### src/rtl/sum_frame_scheduler.sv
// Round-robin scheduler sharing one frame accumulator between up to four sample sources:
// grant, start pulse, stream one frame, wait for done (with timeout), report the tagged sum.
module sum_frame_scheduler #(
    parameter int NREQ      = 4,
    parameter int DW        = 8,
    parameter int FRAME_LEN = 128,
    parameter int SW        = 17,
    parameter int TIMEOUT   = 64
) (
    input  logic               CLK,
    input  logic               RST_n,
    input  logic [NREQ-1:0]    req,
    input  logic [NREQ-1:0]    en_mask,
    input  logic [NREQ*DW-1:0] src_data,
    output logic [NREQ-1:0]    gnt,
    output logic [NREQ-1:0]    rd_en,
    output logic               acc_start,
    output logic [DW-1:0]      acc_data,
    input  logic [SW-1:0]      acc_sum,
    input  logic               acc_done,
    output logic               res_valid,
    output logic [1:0]         res_id,
    output logic [SW-1:0]      res_sum,
    output logic               res_err,
    output logic               busy
);

    localparam int CW = $clog2(FRAME_LEN + 1);
    localparam int TW = $clog2(TIMEOUT + 1);

    typedef enum logic [2:0] {S_IDLE, S_START, S_STREAM, S_WAIT, S_REPORT} state_t;

    state_t          state_q;
    logic [NREQ-1:0] gnt_q;
    logic [NREQ-1:0] rd_en_q;
    logic            acc_start_q;
    logic [DW-1:0]   acc_data_q;
    logic            res_valid_q;
    logic [1:0]      res_id_q;
    logic [SW-1:0]   res_sum_q;
    logic            res_err_q;
    logic [1:0]      id_q;
    logic [1:0]      last_id_q;
    logic [CW-1:0]   sample_cnt_q;
    logic [TW-1:0]   tmo_cnt_q;

    logic [NREQ-1:0] elig;
    logic [NREQ-1:0] pick_oh_d;
    logic            pick_vld_d;
    logic [1:0]      pick_id_d;
    logic [1:0]      cand;
    logic [DW-1:0]   src_arr [NREQ];

    assign elig = req & en_mask;

    // Search starts one past the last reported source, so every eligible source gets a turn.
    // NOTE: every variable gets a default before the loop so no path leaves it unassigned (no latch).
    always_comb begin
        pick_vld_d = 1'b0;
        pick_id_d  = '0;
        pick_oh_d  = '0;
        cand       = '0;
        for (int i = 1; i <= NREQ; i++) begin
            cand = 2'((int'(last_id_q) + i) % NREQ);
            if (!pick_vld_d && elig[cand]) begin
                pick_vld_d      = 1'b1;
                pick_id_d       = cand;
                pick_oh_d[cand] = 1'b1;
            end
        end
    end

    always_comb begin
        for (int i = 0; i < NREQ; i++) begin
            src_arr[i] = src_data[i*DW +: DW];
        end
    end

    // NOTE: all state uses non-blocking assignments so every register samples pre-edge values.
    always_ff @(posedge CLK or negedge RST_n) begin
        if (!RST_n) begin
            state_q      <= S_IDLE;
            gnt_q        <= '0;
            rd_en_q      <= '0;
            acc_start_q  <= 1'b0;
            acc_data_q   <= '0;
            res_valid_q  <= 1'b0;
            res_id_q     <= '0;
            res_sum_q    <= '0;
            res_err_q    <= 1'b0;
            id_q         <= '0;
            last_id_q    <= 2'(NREQ - 1);
            sample_cnt_q <= '0;
            tmo_cnt_q    <= '0;
        end else begin
            acc_start_q <= 1'b0;
            res_valid_q <= 1'b0;
            acc_data_q  <= '0;
            unique case (state_q)
                S_IDLE: begin
                    if (pick_vld_d) begin
                        gnt_q       <= pick_oh_d;
                        id_q        <= pick_id_d;
                        acc_start_q <= 1'b1;
                        state_q     <= S_START;
                    end
                end
                S_START: begin
                    sample_cnt_q <= '0;
                    rd_en_q      <= gnt_q;
                    state_q      <= S_STREAM;
                end
                S_STREAM: begin
                    acc_data_q <= src_arr[id_q];
                    if (sample_cnt_q == CW'(FRAME_LEN - 1)) begin
                        rd_en_q   <= '0;
                        tmo_cnt_q <= '0;
                        state_q   <= S_WAIT;
                    end else begin
                        sample_cnt_q <= sample_cnt_q + 1'b1;
                    end
                end
                S_WAIT: begin
                    tmo_cnt_q <= tmo_cnt_q + 1'b1;
                    // A done strobe on the final timeout cycle still counts as a good result.
                    if (acc_done || (tmo_cnt_q == TW'(TIMEOUT - 1))) begin
                        res_valid_q <= 1'b1;
                        res_id_q    <= id_q;
                        res_err_q   <= !acc_done;
                        res_sum_q   <= acc_done ? acc_sum : '0;
                        gnt_q       <= '0;
                        state_q     <= S_REPORT;
                    end
                end
                S_REPORT: begin
                    last_id_q <= id_q;
                    state_q   <= S_IDLE;
                end
                default: state_q <= S_IDLE;
            endcase
        end
    end

    assign gnt       = gnt_q;
    assign rd_en     = rd_en_q;
    assign acc_start = acc_start_q;
    assign acc_data  = acc_data_q;
    assign res_valid = res_valid_q;
    assign res_id    = res_id_q;
    assign res_sum   = res_sum_q;
    assign res_err   = res_err_q;
    assign busy      = (state_q != S_IDLE);

endmodule
### config.mk
export PLATFORM = sky130hd
export DESIGN_NAME = sum_frame_scheduler
export DESIGN_NICKNAME = d
export VERILOG_FILES = /design/src/rtl/sum_frame_scheduler.sv
export SDC_FILE = /design/constraint.sdc
export NUM_CORES = 1
export LEC_CHECK = 0
export CAP_MARGIN = 40
export CORE_ASPECT_RATIO = 1.4
export CORE_MARGIN = 1.5
export CORE_UTILIZATION = 42
export CTS_CLUSTER_DIAMETER = 30
export DETAILED_ROUTE_END_ITERATION = 6
export GPL_ROUTABILITY_DRIVEN = 0
export PLACE_DENSITY = 0.86
export SLEW_MARGIN = 20
export SYNTH_ARGS = -nofsm -noshare
export SYNTH_HDL_FRONTEND = slang
export SYNTH_SLANG_ARGS = --single-unit
### constraint.sdc
create_clock -name CLK -period 2.4 [get_ports CLK]
set_input_delay 0.48 -clock CLK [delete_from_list [all_inputs] [get_ports CLK]]
set_output_delay 0.48 -clock CLK [all_outputs]
set_load 0.02 [all_outputs]
==> impl_metrics.json <==
{
  "cts.clk_slew.worst_paths_ns": 0.07,
  "clk_latency_ns": 0.33,
  "setup_ws_ns": 0.1002,
  "finalClockSkew_ns": 0.006343,
  "worst_path_max_delay_cell": "clkdlybuf4s50_1",
  "finalSetupViolCount": 0,
  "path_max_fanout": 14,
  "status": "finished, final reports clean",
  "yosys_most_used_dff": "dfrtp_1",
  "path_class": "reg -> out",
  "vias": 2620,
  "synthDistinctLibCells": 45,
  "fp.dieW_um": 75.00,
  "via_per_inst": 5.347,
  "grt_pass1_vias": 2618,
  "clk_path_buf_depth": 2,
  "syn_to_final_growth_pct": 45.20,
  "fin_crit_ns": 2.300,
  "postPlaceCellArea_mm2": 0.004192,
  "grt_pass1_wl_um": 12210,
  "area.sequential_mm2": 0.001504,
  "cts_root_buf": "clkbuf_8",
  "cts_resized": 0,
  "crit_family": "buffers and inverters",
  "antenna_found_initial": 0,
  "wl_per_cell_um": 15.06,
  "core-area_mm2": 0.006982,
  "critPathMaxStageDelay_ns": 0.55,
  "async_flop_share_pct": 100.0,
  "holdWs_ns": 0.1396,
  "crit_path_start_kind": "flop",
  "finalPower_mw": 5.292,
  "drc_errors": 0,
  "crit_arrival_ns": 1.82,
  "ant_nets": 0,
  "die_area_mm2": 0.007784,
  "cp.buffers_inverters": 1,
  "cellPowerDensity_mw_per_mm2": 1196,
  "end_kind": "output port",
  "drv_cap": 0,
  "required_ns": 1.92,
  "drtIter0Drc": 162,
  "hold_path_class": "in -> async",
  "htreeDepth": 3,
  "numCtsBuffers": 9,
  "drtPass1Iterations": 4,
  "slew_headroom_pct": 62.25,
  "ys_seq_elements": 60,
  "wirelength_um": 7379,
  "drive_above_1_share_pct": 13.16,
  "final_cell_area_mm2": 0.004425,
  "maxSlewViolCount": 0,
  "synthCells": 282,
  "start_util_pct": 43.66,
  "synth_nets": 352,
  "preCtsSetupSlack_ns": 0.06108,
  "tns_ns": 0,
  "worstMarginPinSlew_ns": 0.5662,
  "dieHeight_um": 103.8,
  "cts_hold_buf": 0,
  "port_buffers": 98,
  "leakagePower_nw": 1.966,
  "rows": 36,
  "multiInputGateArea_mm2": 0.001456,
  "cts_tree": "built",
  "synth.avg_cell_area_um2": 10.81,
  "yosysWarnings": 0,
  "dp_hpwl_um": 5599,
  "clkSinkCount": 60,
  "fin_nets": 461,
  "synth_edf_count": 0,
  "max_freq_mhz": 434.8,
  "seq_area_frac_synth_pct": 49.34,
  "diodes": 0,
  "syn_area_mm2": 0.003048,
  "ir_drop_uv": 706.8,
  "cp_cell_sequence": "or3_4 -> clkdlybuf4s50_1",
  "pin_count": 99,
  "grt.total_usage_pct": 20.47,
  "period_share_pct": 95.83,
  "fill_cells": 540,
  "rsz0062_at_grt": "no",
  "grt_max_degree": 38,
  "post_cts_buffers": 0,
  "grt_remaining_overflow": 0,
  "hold_viol_final": 0
}
worst register-to-register path, cell delays in order, from the launching register on:
cell and delay (ns):
dfstp_2 0.54, inv_2 0.09, ha_1 0.44, mux4_2 0.43, o21ai_0 0.19, a31oi_1 0.08, a211o_1 0.29
layer usage:
metal	track usage (%)	wire [um]
met1	23.37	2836
met2	34.70	4024
met3	4.864	349
met4	9.740	170
met5	0	0
layout by cell type (no fill, tap or decap), types with 7 or more instances in the layout:
cell and count:
clkdlybuf4s50_1 97, dfrtp_1 58, nand2_1 33, nor2_1 25, a22o_1 22, and3_1 15, buf_4 13, o21ai_0 12
clkbuf_8 12, mux4_2 11, nor3_1 11, ha_1 10, a31oi_1 7
layout make-up:
class                   count  share of cell area (%)
clock buffers              12                   3.732
clock inverters             3                   1.555
inverters                   5                  0.4241
multi-input cells         203                   32.91
flip-flops and latches     60                   33.98
well taps                  95                   2.686
repair buffers            112                   24.71
Yosys cell counts, types with 4 or more instances:
cell type / n / area share, %
dfrtp_1: 58 / 48
nand2_1: 33 / 4.1
nor2_1: 25 / 3.1
a22o_1: 22 / 6.3
and3_1: 15 / 3.1
o21ai_0: 12 / 2.0
mux4_2: 11 / 8.1
nor3_1: 11 / 1.8
ha_1: 10 / 4.1
clkbuf_1: 8 / 0.99
a31oi_1: 7 / 1.4
and2_1: 6 / 1.2
o21ai_1: 5 / 0.82
a211o_1: 4 / 1.1
a21oi_1: 4 / 0.66
buf_2: 4 / 0.66
xnor2_1: 4 / 1.1
power by group:
part	leakage (nW)	internal, mW	switching [mW]
combinational	1.07	1.27	1.28
sequential	0.776	1.40	0.313
clock	0.119	0.666	0.375
path summary, 6_finish.rpt:
| path | start | endpoint | slack [ns] | cells after the start |
|---|---|---|---|---|
| worst max-delay path | state_q[1] | busy | 0.10 | 2 |
| worst min-delay path | RST_n | tmo_cnt_q[5] | 0.14 | 1 |
| worst max register to register | last_id_q[0] | gnt[0] | 0.24 | 6 |
| worst min register to register | tmo_cnt_q[5] | tmo_cnt_q[5] | 0.48 | 1 |
| max in group asynchronous | RST_n | last_id_q[1] | 1.61 | 2 |
| min in group CLK | tmo_cnt_q[5] | tmo_cnt_q[5] | 0.48 | 1 |
cells by family (layout without fill, tap and decap cells):
| group | after synthesis | after routing | share of synthesized area, % |
|---|---|---|---|
| AOI/OAI and AO/OA | 67 | 67 | 15.97 |
| and+or+nand+nor | 107 | 107 | 17.20 |
| buffers and inverters | 19 | 132 | 2.874 |
| muxes | 12 | 12 | 8.498 |
| adders and majority gates | 10 | 10 | 4.105 |
| xor gates and xnor gates | 7 | 7 | 2.012 |
| DFF | 60 | 60 | 49.34 |
flip-flops by register name, summed over array words and instances (netlist names):
signal	flops
state_q	3
res_id	2
res_err	1
last_id_q	2
tmo_cnt_q	7
sample_cnt_q	8
gnt	4
id_q	2
rd_en	4
acc_start	1
res_valid	1
res_sum	17
acc_data	8
stage by stage:
stage | util (%) | cells
after floorplan | - | 282
after global placement | 60.04 | 475
after detailed placement | 60.04 | 475
after CTS | 63.39 | 490
after global routing | 63.39 | 490
final | 63.39 | 490
Note: power is estimated with default switching activity, not from simulation.
